===== config.mk =====
export PLATFORM = sky130hd
export DESIGN_NAME = writeback_unit
export DESIGN_NICKNAME = d
export VERILOG_FILES = /design/src/rtl/writeback_unit.sv
export SDC_FILE = /design/constraint.sdc
export NUM_CORES = 1
export LEC_CHECK = 0
export ABC_AREA = 1
export CAP_MARGIN = 20
export CORE_ASPECT_RATIO = 1.5
export CORE_MARGIN = 2
export CORE_UTILIZATION = 45
export CTS_CLUSTER_DIAMETER = 30
export CTS_CLUSTER_SIZE = 20
export DETAILED_ROUTE_END_ITERATION = 10
export GPL_TIMING_DRIVEN = 1
export PLACE_DENSITY = 0.81
export SYNTH_ARGS = -nofsm -noshare
export SYNTH_HDL_FRONTEND = slang
export SYNTH_SLANG_ARGS = --single-unit

===== constraint.sdc =====
create_clock -name clk -period 2.2 [get_ports clk]
set_input_delay 0.22 -clock clk [delete_from_list [all_inputs] [get_ports clk]]
set_output_delay 0.22 -clock clk [all_outputs]
set_load 0.1 [all_outputs]

===== src/rtl/writeback_unit.sv =====
// Merges ALU results and a 2-deep in-order load queue onto one register-file write port; 1-cycle registered write.
// Loads backpressured via ld_ready (queue full); ALU held off via a one-cycle alu_stall after 3 starved cycles.
module writeback_unit (
  input  logic        clk,
  input  logic        reset,
  input  logic        alu_valid,
  input  logic [4:0]  alu_rd,
  input  logic [31:0] alu_result,
  output logic        alu_stall,
  input  logic        ld_valid,
  input  logic [4:0]  ld_rd,
  input  logic [31:0] ld_data,
  output logic        ld_ready,
  output logic [4:0]  write_reg,
  output logic [31:0] write_data,
  output logic        reg_write,
  input  logic [4:0]  byp_rs1,
  input  logic [4:0]  byp_rs2,
  output logic        byp_hit1,
  output logic        byp_hit2,
  output logic [31:0] byp_data1,
  output logic [31:0] byp_data2,
  output logic [31:0] pending
);

  typedef struct packed {
    logic        vld;
    logic [4:0]  rd;
    logic [31:0] dat;
  } ent_t;

  ent_t       q0, q1, n0, n1, push_ent;
  logic [1:0] starve, starve_n;
  logic       alu_live, alu_win, pop, push, keep0, keep1;

  // q1 is only ever valid behind a valid q0, so q1.vld means full
  assign ld_ready = ~q1.vld;

  always_comb begin
    alu_live = alu_valid && (alu_rd != 5'd0);
    alu_win  = alu_live && !alu_stall;
    pop      = q0.vld && (alu_stall || !alu_live);
    push_ent = {1'b1, ld_rd, ld_data};
    push     = ld_valid && ld_ready && (ld_rd != 5'd0) && !(alu_win && (ld_rd == alu_rd));
    keep0    = q0.vld && !pop && !(alu_win && (q0.rd == alu_rd));
    keep1    = q1.vld && !(alu_win && (q1.rd == alu_rd));

    // survivors compact toward the head in original order, then the new load appends
    n0 = '0;
    n1 = '0;
    if (keep0) begin
      n0 = q0;
      if (keep1)     n1 = q1;
      else if (push) n1 = push_ent;
    end else if (keep1) begin
      n0 = q1;
      if (push) n1 = push_ent;
    end else if (push) begin
      n0 = push_ent;
    end

    if (pop || !q0.vld) starve_n = 2'd0;
    else if (alu_win)   starve_n = starve + 2'd1;
    else                starve_n = starve;
  end

  always_ff @(posedge clk) begin
    if (!reset) begin
      q0         <= '0;
      q1         <= '0;
      starve     <= 2'd0;
      alu_stall  <= 1'b0;
      reg_write  <= 1'b0;
      write_reg  <= 5'd0;
      write_data <= 32'd0;
    end else begin
      q0        <= n0;
      q1        <= n1;
      starve    <= starve_n;
      alu_stall <= (starve_n == 2'd3);
      reg_write <= pop || alu_win;
      if (pop) begin
        write_reg  <= q0.rd;
        write_data <= q0.dat;
      end else if (alu_win) begin
        write_reg  <= alu_rd;
        write_data <= alu_result;
      end
    end
  end

  assign byp_hit1  = reg_write && (write_reg == byp_rs1) && (byp_rs1 != 5'd0);
  assign byp_hit2  = reg_write && (write_reg == byp_rs2) && (byp_rs2 != 5'd0);
  assign byp_data1 = byp_hit1 ? write_data : 32'd0;
  assign byp_data2 = byp_hit2 ? write_data : 32'd0;

  always_comb begin
    pending = 32'd0;
    if (q0.vld) pending[q0.rd] = 1'b1;
    if (q1.vld) pending[q1.rd] = 1'b1;
  end

endmodule


## After elaboration in Yosys (flattened, before gate mapping)

Index checks and enable logic that the tools add are counted.

- $add $sub $neg: 1
- Magnitude comparators: 4
- Mux-type cells: 18
- Bitwise logic cells: 2
- Equal/unequal tests: 6
- Reductions and logical operators: 33

Operators by type and width:

| cell | count |
|---|---|
| 32-bit two-way mux | 6 |
| 38-bit two-way mux | 4 |
| 32-bit OR | 1 |
| 5-bit equality test | 5 |
| 5-bit nonzero test | 4 |
| 1-bit logical AND | 18 |
| 5-bit by 6-bit less-than comparator with 1-bit output, second input constant | 2 |
| 1-bit demux with 5-bit select | 2 |
| 5-bit by 1-bit >= comparator with 1-bit output, second input constant | 2 |
| 5-bit two-way mux | 2 |
| 1-bit logical NOT | 7 |
| 2-bit two-way mux | 2 |
| 1-bit logical OR | 3 |
| 2-bit by 1-bit adder with 2-bit output, second input constant | 1 |
| 2-bit equality test, second input constant | 1 |
| 1-bit two-way mux | 2 |
| 2-bit nonzero test | 1 |
| 1-bit inverter | 1 |

- Bits of input ports: 88
- Register bits: 117

## Depth between registers and ports, before layout

- Word-level depth: 9
- Depth in mapped cells: 12

## Worst setup path before layout

OpenSTA, ideal clock, no wires.

- Path kind: flip-flop to output port
- Start: register write_reg[0]
- End: output port byp_data1[22]
- Setup slack: -1.872 ns
- Path buffers: 1
- Cell stages (with the launch flop): 6
- Arrival time: 3.852 ns
- Required time: 1.980 ns
- Cells stage by stage: dfxtp_1 o21ai_0 nor2_1 o2111ai_1 clkbuf_1 nor3_1

- Cells in the longest elaborated chain, start to end: 4

Ends and longest elaborated chain:

| item | line | RTL |
|---|---|---|
| start: declaration | 14 | `output logic [4:0] write_reg,` |
| start signal: assignment | 83 | `write_reg <= q0.rd;` |
| start signal: assignment | 86 | `write_reg <= alu_rd;` |
| 5-bit equality test | 92 | `assign byp_hit1 = reg_write && (write_reg == byp_rs1) && (byp_rs1 != 5'd0);` |
| 1-bit logical AND (2 in a row) | 92 |  |
| 32-bit two-way mux | 94 | `assign byp_data1 = byp_hit1 ? write_data : 32'd0;` |
| end: declaration | 21 | `output logic [31:0] byp_data1,` |

No other way between the ends.

## Worst setup path after layout

- Start: register write_reg[1]
- End: output port byp_data1[19]

The elaborated chain is that of the path after synthesis.

==> results <==
- The total count of max-transition violations in the final report was 0.
- The Yosys warning count is 0.
- From left edge to right edge, the die measures ~100 microns.
- The share of layout cells above drive strength 1 is between 30% and 40%.
- The remaining global-route overflow is 0.
- After detailed routing, the number of remaining DRC violations is 0.
- Entering global routing, the biggest net connects 36 pins.
- The share of the cycle needed by the critical path after routing is 102%.
- Clock tree synthesis selected as its root buffer the cell sky130_fd_sc_hd__clkbuf_16.
- The count of antenna-violating nets left after detailed routing is 0.
- The count of final setup violators is 4.
- The number of buffers created by CTS is 17.
- The mean post-synth cell area is ~6.7 sq um.
- The number of max-cap violations is 0.
- The leakage power figure is about 0.0053 uW.
- The count of buffers added on input and output ports is about 230.
- The delay of the slowest cell on the worst path is approximately 0.38 ns.
- The final critical delay including setup and external delays is about 2.2 ns.
- The clock tree synthesis step divided the H-tree into 4 levels.
- STA classifies the critical path startpoint as a register.
- Counting every net in the synthesized netlist gives 999.
- The power per cell area is 594 mW/mm^2.
- In this run, post-CTS hold repair placed 0 buffers.
- In this run the cell area of the synthesized design comes to 0.00611 sq mm.
- The largest registers in the layout are q0 (38), q1 (38), write_data (32).
- TritonCTS built the clock tree.
- On the final layout, the worst clock skew is around 0.0083 ns.
- The number of antenna diodes is 0.
- The critical path goes through xor2_2, nor2_2, o2111ai_4, buf_12, buf_16, nor3_4, buf_12.
- Summed over all layers, the routed wires come to 26.1 mm.
- After detailed placement, the total cell area comes to 0.0104 sq mm.
- The die is 147 microns tall.
- The global-route total usage across every layer is between 30% and 40%.
- Counting both buffers and inverters, the worst setup path holds a total of 3.
- The commonest cells after synthesis are 305 x sky130_fd_sc_hd__nand2_1, 117 x sky130_fd_sc_hd__dfxtp_1, 93 x sky130_fd_sc_hd__nand3_1.
- The most frequent cell on the critical path is sky130_fd_sc_hd__buf_12.
- The first-pass GRT wire length is roughly 40 mm.
- After synthesis, flip-flops and latches occupy a little under two fifths of the total area.
- The critical path's top delay family is buffers and inverters.
- With fillers left out, the area of the finished cells amounts to around 0.011 sq mm.
- By area the synthesized netlist is led by sky130_fd_sc_hd__dfxtp_1 38%, sky130_fd_sc_hd__nand2_1 19%, sky130_fd_sc_hd__nand3_1 7.6%.
- The final layout net count is between 1k and 1.5k.
- The HPWL after detailed placement is ~16 mm.
- The via count of the first global-routing pass is around 7.6k.
- The checks that failed: negative setup slack.
- STA puts the critical path data arrival time at about 2.0 ns.
- Yosys mapped the design onto 34 distinct sky130hd cell types.
- For this run, the share of the core covered by cells in the final layout is a little under nine tenths.
- At the pin with the least slew margin, the transition time is approximately 0.43 ns.
- Clock tree synthesis found a total of 117 sinks.
- The number of antenna violations at the first check in global routing is 0.
- Measured against its own limit, the worst slew margin works out to about 71%.
- Counting every instance in the synthesized netlist gives approximately 910.
- The most repeated cell in the gate-level netlist after synthesis is sky130_fd_sc_hd__nand2_1.
- Among all flip-flop cells after synthesis, the most frequent one is sky130_fd_sc_hd__dfxtp_1.
- Of all nets on the critical path, the largest fanout is 8.
- The data required time at the worst endpoint is a little under 2 ns.
- The final number of hold-violating endpoints is 0.
- After the first detailed-routing iteration, the DRC count stood at around 560.
- Dividing the detail-routed wire length by the instance count gives roughly 20 microns.
- The number of buffers on the longest clock path is 2.
- The first-pass iteration count of the detailed router is 5.
- Row generation in the floorplan step produced 52 rows.
- The largest individual stage delay along the critical path comes from the cell sky130_fd_sc_hd__dfxtp_4.
- After floorplanning, the core was sized to cover approximately 0.013 sq mm.
- The type of the worst setup path is reg -> out.
- The worst hold path belongs to the class in -> reg.
- The clock latency on the worst-skew pair is between 0.4 and 0.5 ns.
- After layout, the worst setup slack is -0.0431 ns.
- The worst setup path is captured at an output port.
- The via count normalized by instance count is 5.74.
- Routability-driven placement finished with a final weighted congestion of between 0.9 and 1.
- The peak supply drop is about 0.00052 V.
- The area enclosed by the die boundary is roughly 0.015 sq mm.
- Timing would allow up to 446 MHz.
- The initial core utilization is between 40% and 50%.
- The layout-stage area growth over the synthesis result is 86.4%.
- Setup repair after global routing could not meet its margin everywhere.
- The number of storage elements in the synthesis netlist is ~120.
- The total number of vias is 7524.
- Summed over all instances, the cell type with the most area after synthesis is sky130_fd_sc_hd__dfxtp_1.
- Counting flops with an async set or reset pin after synthesis yields a share of 0%.
- The post-CTS clock slew at the launch and capture registers of the worst setup and hold paths is approximately 0.05 ns.
- The number of flops mapped to enable cells by yosys is 0.
- After synthesis, the largest area contributor takes up between 30% and 40% of total cell area.
- Pin placement for this block handled around 230 I/O pins.
- The run finished, with violations left.
## path summary, 6_finish.rpt
path                                                start                   endpoint  slack, ns  cells after the start
worst max-delay path            write_reg[1]$_SDFFE_PN0P_              byp_data1[19]      -0.04                      7
worst min-delay path                                reset  write_reg[2]$_SDFFE_PN0P_       0.24                      3
worst max register to register       alu_stall$_SDFF_PN0_          q1[36]$_SDFF_PN0_       0.30                      8
worst min register to register        q0[19]$_SDFFE_PN0N_        q0[19]$_SDFFE_PN0N_       0.46                      2
## cell usage in the layout, fill, tap and decap left out, drive strengths merged, types with 8 or more instances in the layout
cell type / n
o21ai: 38
nand2: 307
nor3: 75
nand3: 96
nor2: 22
o211ai: 33
xor2: 8
dfxtp: 117
xnor2: 8
clkbuf: 27
clkdlybuf4s50: 86
buf: 178
inv: 97
a21oi: 40
## per-stage QoR
stage                     TNS [ns]  setup WS (ns)  hold slack [ns]  std cells  total power, uW
after floorplan             -15.57         -0.447            0.373        911             3280
after global routing         -3.16         -0.116            0.252       1311             6940
after CTS                    -1.69        -0.0596            0.228       1311             6720
final                      -0.0672        -0.0431            0.240       1311             6770
after detailed placement   -0.0668        -0.0342            0.441       1267             3700
after global placement           0         0.0212            0.437       1267             3670
## area by class of cell
class                   count  area [sq um]
multi-input cells         638          4070
repair buffers            266          3750
flip-flops and latches    117          2370
fillers                   695          2010
clock buffers              25           528
inverters                  96           365
well taps                 162           203
clock inverters             7           111
## kinds of logic (layout without fill, tap and decap cells)
logic type      Yosys count  in the layout  share of synthesized area, %
compound gates          118            118                          12.8
xor+xnor                 16             16                          2.29
buf+inv                 156            394                          10.8
flops                   117            117                          38.3
simple gates            504            504                          35.8
## worst reg2reg max path, cell delays in order (launching register included)
cell and delay, ns:
sky130_fd_sc_hd__dfxtp_1 0.30, sky130_fd_sc_hd__nor2_1 0.35, sky130_fd_sc_hd__nand2_4 0.19, sky130_fd_sc_hd__nor2_8 0.13
sky130_fd_sc_hd__nand2_4 0.08, sky130_fd_sc_hd__nor2_8 0.26, sky130_fd_sc_hd__inv_2 0.16, sky130_fd_sc_hd__buf_12 0.18
sky130_fd_sc_hd__a21oi_1 0.16
## power breakdown
part | switching, uW | internal, uW
clock | 970 | 2000
sequential | 80.1 | 2210
combinational | 1030 | 476
## metal layers
metal | vias to the layer above | track usage, % | part of all wire (%)
met3 | 94 | 6.85 | 8.1
li1 | 3412 | - | -
met4 | 0 | 19.2 | 5.4
met2 | 492 | 60.8 | 52
met1 | 3526 | 39.5 | 35
met5 | - | 0 | 0
## repair_timing
| action | in CTS | in global routing |
|---|---|---|
| pin swaps | 56 | 14 |
| gates cloned | 7 | 1 |
| setup buffers | 5 | 2 |
| gates resized for setup | 25 | 23 |
| setup endpoints to repair | 86 | 93 |
No activity file was read; power rests on OpenSTA's default activity.
